--- src/rtl/s_counter_pkg.sv ---
// s_counter_pkg
// Shared definitions for the JK-based counter family.
//   - jk_mode_e : {J,K} drive codes for a single JK cell
//   - W_MIN/W_MAX : legal counter width range
//   - jkLoad() : {J,K} code that forces a cell to a given bit value
package s_counter_pkg;

  localparam int W_MIN = 2;
  localparam int W_MAX = 16;

  typedef enum logic [1:0] {
    JK_HOLD   = 2'b00,
    JK_RESET  = 2'b01,
    JK_SET    = 2'b10,
    JK_TOGGLE = 2'b11
  } jk_mode_e;

  // A parallel load is a set or a reset per bit, never a toggle.
  function automatic jk_mode_e jkLoad(input logic b);
    return b ? JK_SET : JK_RESET;
  endfunction

endpackage

--- src/rtl/s_up_counter_if.sv ---
// s_up_counter_if
// Control/status bundle of one up-counter stage.
//   master : drives en, load, d, tc_val; observes L, tc, co, wrap
//   slave  : the counter itself
// Parameter W must match the W of the counter that the bundle is connected to.
interface s_up_counter_if #(parameter int W = 4);

  logic         en;
  logic         load;
  logic [W-1:0] d;
  logic [W-1:0] tc_val;
  logic [W-1:0] L;
  logic         tc;
  logic         co;
  logic         wrap;

  modport master (output en, load, d, tc_val, input L, tc, co, wrap);
  modport slave  (input en, load, d, tc_val, output L, tc, co, wrap);

endinterface

--- src/rtl/s_up_counter_jk_ff_sr.sv ---
// jk_ff_sr
// Single JK flip-flop with synchronous active-low reset.
// Ports:
//   clk   in  clock, rising edge
//   rst_n in  synchronous reset, active low (Q=0, NQ=1)
//   J, K  in  JK drive: 00 hold, 01 reset, 10 set, 11 toggle
//   Q     out stored bit
//   NQ    out complement of Q
module jk_ff_sr
  import s_counter_pkg::*;
(
  input  logic clk,
  input  logic rst_n,
  input  logic J,
  input  logic K,
  output logic Q,
  output logic NQ
);

  logic r_q;

  always_ff @(posedge clk) begin
    if (!rst_n) begin
      r_q <= 1'b0;
    end else begin
      case ({J, K})
        JK_HOLD:   r_q <= r_q;
        JK_RESET:  r_q <= 1'b0;
        JK_SET:    r_q <= 1'b1;
        JK_TOGGLE: r_q <= ~r_q;
        default:   r_q <= r_q;
      endcase
    end
  end

  // NQ is derived from the single stored bit so the pair can never disagree.
  assign Q  = r_q;
  assign NQ = ~r_q;

endmodule

--- src/rtl/s_up_counter.sv ---
// s_up_counter
// Synchronous up counter built from W JK cells. The top level only steers
// J/K per bit, compares against the terminal count and registers wrap.
// Ports:
//   clk         in  clock, rising edge
//   rst_n       in  synchronous reset, active low
//   bus.en      in  count enable
//   bus.load    in  parallel load strobe (beats en)
//   bus.d       in  parallel load value
//   bus.tc_val  in  terminal count; counter restarts after this value
//   bus.L       out counter value (JK Q outputs)
//   bus.tc      out combinational, L == tc_val
//   bus.co      out combinational carry, tc & en, feeds next stage en
//   bus.wrap    out registered pulse in the cycle L has just restarted to 0
// Build option:
//   S_UP_COUNTER_SATURATE_EN  - when defined the counter holds at the limit
//                               instead of restarting, and wrap never asserts.
module s_up_counter
  import s_counter_pkg::*;
#(
  parameter int W = 4
) (
  input  logic           clk,
  input  logic           rst_n,
  s_up_counter_if.slave  bus
);

`ifdef S_UP_COUNTER_SATURATE_EN
  localparam logic [1:0] LIMIT_MODE    = JK_HOLD;
  localparam logic       WRAP_ON_LIMIT = 1'b0;
`else
  localparam logic [1:0] LIMIT_MODE    = JK_RESET;
  localparam logic       WRAP_ON_LIMIT = 1'b1;
`endif

  logic [W-1:0] w_q;
  logic [W-1:0] w_nq;
  logic [W-1:0] w_j;
  logic [W-1:0] w_k;
  logic [W-1:0] w_carry;
  logic [1:0]   w_jk [W];
  logic         w_tc;
  logic         w_atLimit;
  logic         r_wrap;

  assign w_tc = (w_q == bus.tc_val);
  // All ones is read from the NQ side: every NQ low means every Q high.
  assign w_atLimit = w_tc | ~(|w_nq);

  // Toggle chain: a bit flips when every lower bit is already 1.
  assign w_carry[0] = 1'b1;
  for (genvar gi = 1; gi < W; gi++) begin : g_carry
    assign w_carry[gi] = &w_q[gi-1:0];
  end

  always_comb begin
    for (int i = 0; i < W; i++) begin
      w_jk[i] = JK_HOLD;
      if (!rst_n) begin
        w_jk[i] = JK_RESET;
      end else if (bus.load) begin
        w_jk[i] = jkLoad(bus.d[i]);
      end else if (bus.en) begin
        if (w_atLimit) begin
          w_jk[i] = LIMIT_MODE;
        end else begin
          w_jk[i] = w_carry[i] ? JK_TOGGLE : JK_HOLD;
        end
      end
    end
  end

  for (genvar gi = 0; gi < W; gi++) begin : g_cell
    assign w_j[gi] = w_jk[gi][1];
    assign w_k[gi] = w_jk[gi][0];

    jk_ff_sr u_cell (
      .clk   (clk),
      .rst_n (rst_n),
      .J     (w_j[gi]),
      .K     (w_k[gi]),
      .Q     (w_q[gi]),
      .NQ    (w_nq[gi])
    );
  end

  // wrap marks the cycle after a count-restart; load and hold never pulse it.
  always_ff @(posedge clk) begin
    if (!rst_n) begin
      r_wrap <= 1'b0;
    end else begin
      r_wrap <= WRAP_ON_LIMIT & ~bus.load & bus.en & w_atLimit;
    end
  end

  assign bus.L    = w_q;
  assign bus.tc   = w_tc;
  assign bus.co   = w_tc & bus.en;
  assign bus.wrap = r_wrap;

endmodule

--- src/flat_wrapper.sv ---
// flat-port wrapper written by rule: the top's interface ports become plain ports
module s_up_counter_flat import s_counter_pkg::*;
#(
  parameter int W = 4
)
  (clk, rst_n, bus_en, bus_load, bus_d, bus_tc_val, bus_L, bus_tc, bus_co, bus_wrap);
  s_up_counter_if #(.W(W)) bus_i ();
  input  logic clk;
  input  logic rst_n;
  input wire logic [$bits(bus_i.en)-1:0] bus_en;
  input wire logic [$bits(bus_i.load)-1:0] bus_load;
  input wire logic [$bits(bus_i.d)-1:0] bus_d;
  input wire logic [$bits(bus_i.tc_val)-1:0] bus_tc_val;
  output wire logic [$bits(bus_i.L)-1:0] bus_L;
  output wire logic [$bits(bus_i.tc)-1:0] bus_tc;
  output wire logic [$bits(bus_i.co)-1:0] bus_co;
  output wire logic [$bits(bus_i.wrap)-1:0] bus_wrap;
  assign bus_i.en = bus_en;
  assign bus_i.load = bus_load;
  assign bus_i.d = bus_d;
  assign bus_i.tc_val = bus_tc_val;
  assign bus_L = bus_i.L;
  assign bus_tc = bus_i.tc;
  assign bus_co = bus_i.co;
  assign bus_wrap = bus_i.wrap;
  s_up_counter #(.W(W)) u_core (.clk(clk), .rst_n(rst_n), .bus(bus_i));
endmodule
--- config.mk ---
export PLATFORM = sky130hd
export DESIGN_NAME = s_up_counter_flat
export DESIGN_NICKNAME = d
export VERILOG_FILES = /design/src/rtl/s_counter_pkg.sv /design/src/rtl/s_up_counter_if.sv /design/src/rtl/s_up_counter_jk_ff_sr.sv /design/src/rtl/s_up_counter.sv /design/src/flat_wrapper.sv
export SDC_FILE = /design/constraint.sdc
export NUM_CORES = 1
export LEC_CHECK = 0
export ABC_AREA = 1
export CAP_MARGIN = 40
export CORE_AREA = 2 2 39 41
export CTS_BUF_LIST = sky130_fd_sc_hd__clkbuf_8
export DETAILED_ROUTE_END_ITERATION = 8
export DIE_AREA = 0 0 41 43
export PLACE_DENSITY = 0.68
export SYNTH_ARGS = -nofsm -noshare
export SYNTH_HDL_FRONTEND = slang
export SYNTH_HIERARCHICAL = 1
export SYNTH_SLANG_ARGS = --single-unit
--- constraint.sdc ---
create_clock -name clk -period 1.6 [get_ports clk]
set_input_delay 0.32 -clock clk [delete_from_list [all_inputs] [get_ports clk]]
set_output_delay 0.32 -clock clk [all_outputs]
set_load 0.03 [all_outputs]
Yosys cells after proc, flatten, opt, wreduce, memory -nomap -nowiden
Cells that the tools add are included.
{"block": "word_totals", "register_bits": 5, "wordCells": 62}
{"block": "op_classes", "eq_ne": 13, "mux": 27, "bitwise_logic": 10, "reduce_logical": 7}
{"op": "2-bit two-way mux", "n": 23}
{"op": "2-bit equality test, second input constant", "n": 8}
{"op": "1-bit one-hot mux with 3 select lines", "n": 4}
{"op": "2-bit by 1-bit equality test with 1-bit output, second input constant", "n": 4}
{"op": "2-bit zero test", "n": 4}
{"op": "1-bit NOT", "n": 6}
{"op": "4-bit equality test", "n": 1}
{"op": "4-bit OR reduction", "n": 1}
{"op": "1-bit AND", "n": 3}
{"op": "3-bit AND reduction", "n": 1}
{"op": "2-bit AND reduction", "n": 1}
{"op": "1-bit bitwise OR", "n": 1}

Longest topological paths before layout
{"block": "depth", "ltp_word": 10, "ltp_mapped": 11, "ltp_nobuf": 11}

Modules after synthesis
Netlist, hierarchy kept.
{"module": "s_up_counter", "n_inst": 1, "cells_each": 63, "area_per_inst_um2": 321.6, "seq_area_each_um2": 20.0}
{"module": "jk_ff_sr", "n_inst": 4, "cells_each": 6, "area_per_inst_um2": 38.8, "seq_area_each_um2": 20.0}

Least setup slack after synthesis
No wires, ideal clock.
{"block": "synth_path", "kind": "reg-to-output", "from": "reg u_core.g_cell[1].u_cell.r_q", "to": "out bus_co", "arrival_time_ns": 1.370, "required_ns": 1.280, "setup_slack_ns": -0.090, "stages_incl_launch_ff": 7, "n_path_buf": 0, "path_cell_list": "dfxtp_1 -> inv_2 -> nand2_2 -> nand2_2 -> nor2_4 -> nand2_4 -> nor2_1"}
{"block": "synth_between", "elab_chain_cells": 2}
{"item": "from (decl)", "line_no": "s_up_counter_jk_ff_sr.sv:20", "text": "logic r_q;"}
{"item": "from (signal assigned)", "line_no": "s_up_counter_jk_ff_sr.sv:27", "text": "JK_HOLD: r_q <= r_q;"}
{"item": "from (signal assigned)", "line_no": "s_up_counter_jk_ff_sr.sv:30", "text": "JK_TOGGLE: r_q <= ~r_q;"}
{"item": "from (signal assigned)", "line_no": "s_up_counter_jk_ff_sr.sv:31", "text": "default: r_q <= r_q;"}
{"item": "4-bit equality test", "line_no": "s_up_counter.sv:46", "text": "assign w_tc = (w_q == bus.tc_val);"}
{"item": "1-bit AND", "line_no": "s_up_counter.sv:98", "text": "assign bus.co = w_tc & bus.en;"}
{"item": "to (decl)", "line_no": "flat_wrapper.sv:16", "text": "output wire logic [$bits(bus_i.co)-1:0] bus_co;"}
Every way passes these cells.

Final worst setup path
{"block": "layout_path", "from": "reg u_core.g_cell[2].u_cell.r_q", "to": "out bus_co"}
{"block": "layout_between", "elab_chain_cells": 2}
{"item": "from (decl)", "line_no": "s_up_counter_jk_ff_sr.sv:20"}
{"item": "from (signal assigned)", "line_no": "s_up_counter_jk_ff_sr.sv:27"}
{"item": "from (signal assigned)", "line_no": "s_up_counter_jk_ff_sr.sv:30"}
{"item": "from (signal assigned)", "line_no": "s_up_counter_jk_ff_sr.sv:31"}
{"item": "4-bit equality test", "line_no": "s_up_counter.sv:46"}
{"item": "1-bit AND", "line_no": "s_up_counter.sv:98"}
Every way passes these cells.

==> run metrics <==
status=finished, final reports clean; vias in the first global route=465; Placed Cells incl. Taps=127; Num CTS Buffers=3; final critical-path share of the clock period=95.2%; pwr/cell area=691 nW/um^2; crit path DAT=1.20 ns; Psw=0.168 mW; CTS clk-pin slew, worst paths=0.04 ns; Die Area=1760 um^2; drt initial violations=11; commonest non-fill, non-tap cells in the layout=nand2_1 (24), nor2_1 (18), inv_1 (12); Hold Buf Count CTS=0; fin area=790 um^2; # diodes=0; Layout Skew=0.00180 ns; I/O Buffers=18; Nets=129; clock share of power=41.4%; initial antenna violation count=0; vias post-DR=566; Max VDD drop=0.000361 V; site row count=14; max cap viols=0; Max Buffers Root-to-Sink=2; dpl cell area=719 um^2; Sw Ratio=30.7%; Die Width=41 um; unrepaired setup endpoints after global routing=no; mapped cell area=477 um^2; Crit. End Element=primary output; critical path class=register to primary output; CTS tree=done; Via-to-Cell Ratio=4.29; syn nets=99; fillers=148; Pre-antenna DRT Iters=4; first-pass GRT wire length=1830 um; pin count of the biggest net entering global routing=9; Top Ports=19; most common cell after layout, fill and taps aside=nand2_1; CTS root buf=clkbuf_8; Pint=0.378 mW; cell count after synthesis=87; WP data required=1.28 ns; DP HPWL=863 um; Worst Max-Slew Pin Slew=0.313 ns; Hold Path Class=register to register; Rel. slew slack=79.0%; number of synthesized register bits=5; initial core utilization=34.4%; wire per inst=8.48 um; fin crit period=1.52 ns; max-slew violation count=0; Area Overhead vs Synth=65.6%; final non-filler cell total=132; H-Tree Depth=1; Routed WL=1120 um; LEAKAGE=0.415 nW; Hold WS=0.521 ns; register area share after synthesis=21.0%; DRC violation count after routing=0; setup ws final=0.0776 ns; layout cells sized above 1=29.3%; synthesized area per cell=5.48 um^2; Unique masters post-synth=14; GP Congestion=0.828; Antenna Nets Post-Route=0; Gate power share=31.6%; clock sink count=5; Ys Warns=6; Worst setup SP type=register; Clock Latency Late Sink=0.22 ns; grt ovf=0; Final setup violation count=0; sequential group share of total power=27.0%; total global-route track usage=15.8%; Core ar.=1380 um^2; pre-CTS setup slack=-0.148 ns; die height=43 um; Final Hold Vio Count=0; critical path peak fanout=6; Fmax=657 MHz
## Yosys cell counts, drive strengths merged
cell | count | share of area, %
nor2 | 21 | 20
nand3 | 3 | 5.8
o21ai | 3 | 3.1
a21oi | 5 | 5.2
or2 | 1 | 1.3
inv | 16 | 13
dfxtp | 5 | 21
nand2 | 32 | 29
nand3b | 1 | 2.4
## final cells by class
class	count	area, um^2	share of cell area (%)
tap	16	20.0	2.54
clock buffer	3	41.3	5.23
inverter	16	60.1	7.61
multi-input combinational	66	332	42.0
timing repair buffer	25	225	28.5
clock inverter	1	3.75	0.475
sequential	5	108	13.6
## power by group through the flow
stage | Clock [mW] | Sequential, mW | Combinational, mW
finish | 0.226 | 0.147 | 0.173
floorplan | 0 | 0.161 | 0.0844
CTS | 0.230 | 0.146 | 0.172
detailed placement | 0 | 0.147 | 0.173
global route | 0.244 | 0.149 | 0.190
global placement | 0 | 0.147 | 0.172
## critical path, cell delays in order, from the launching register on
cell and delay, ns:
dfxtp_2 0.36, inv_2 0.05, nand2_1 0.08, nand2_2 0.07
nor2_4 0.10, nand2_4 0.09, nor2_4 0.11, buf_6 0.13
## worst paths after layout
kind / start / to / slack (ns) / cells after the start
max: u_core/g_cell[2].u_cell/Q / bus_co / 0.08 / 7
min: u_core/g_cell[3].u_cell/Q / u_core/g_cell[3].u_cell/Q / 0.52 / 2
max reg2reg: u_core/g_cell[2].u_cell/Q / u_core/g_cell[0].u_cell/Q / 0.19 / 11
min reg2reg: u_core/g_cell[3].u_cell/Q / u_core/g_cell[3].u_cell/Q / 0.52 / 2
## what timing repair did
action,in CTS,in global routing
resized for setup,16,4
endpoints found under the setup margin,6,2
cloned,0,0
pin swaps,4,2
buffers inserted,1,1
## logic make-up after synthesis
group / count (synthesis) / share of synthesized area [%]
buffers and inverters: 16 / 12.6
AND/OR/NAND/NOR: 58 / 58.0
flip-flops: 5 / 21.0
AO/OA/AOI/OAI: 8 / 8.40
## flip-flops by register name, indices dropped and copies added, names as in the netlist
| signal | count |
|---|---|
| u_core/bus.wrap | 1 |
| u_core/g_cell.u_cell/Q | 4 |
## metrics by stage
| step | power [mW] | util [%] | TNS, ns |
|---|---|---|---|
| after floorplan | 0.246 | - | 0 |
| after global placement | 0.319 | 52.0 | -0.676 |
| after detailed placement | 0.320 | 52.0 | -0.767 |
| after CTS | 0.548 | 56.5 | 0 |
| after global routing | 0.584 | 57.1 | 0 |
| final | 0.546 | 57.1 | 0 |
## routing by layer
layer,vias to the layer above,GRT usage [%],wire length [um]
met5,-,0,0
met4,0,12.0,0
met3,0,4.71,61
met2,18,19.1,541
met1,228,22.3,518
li1,320,-,-
No activity file was read; power rests on OpenSTA's default activity.
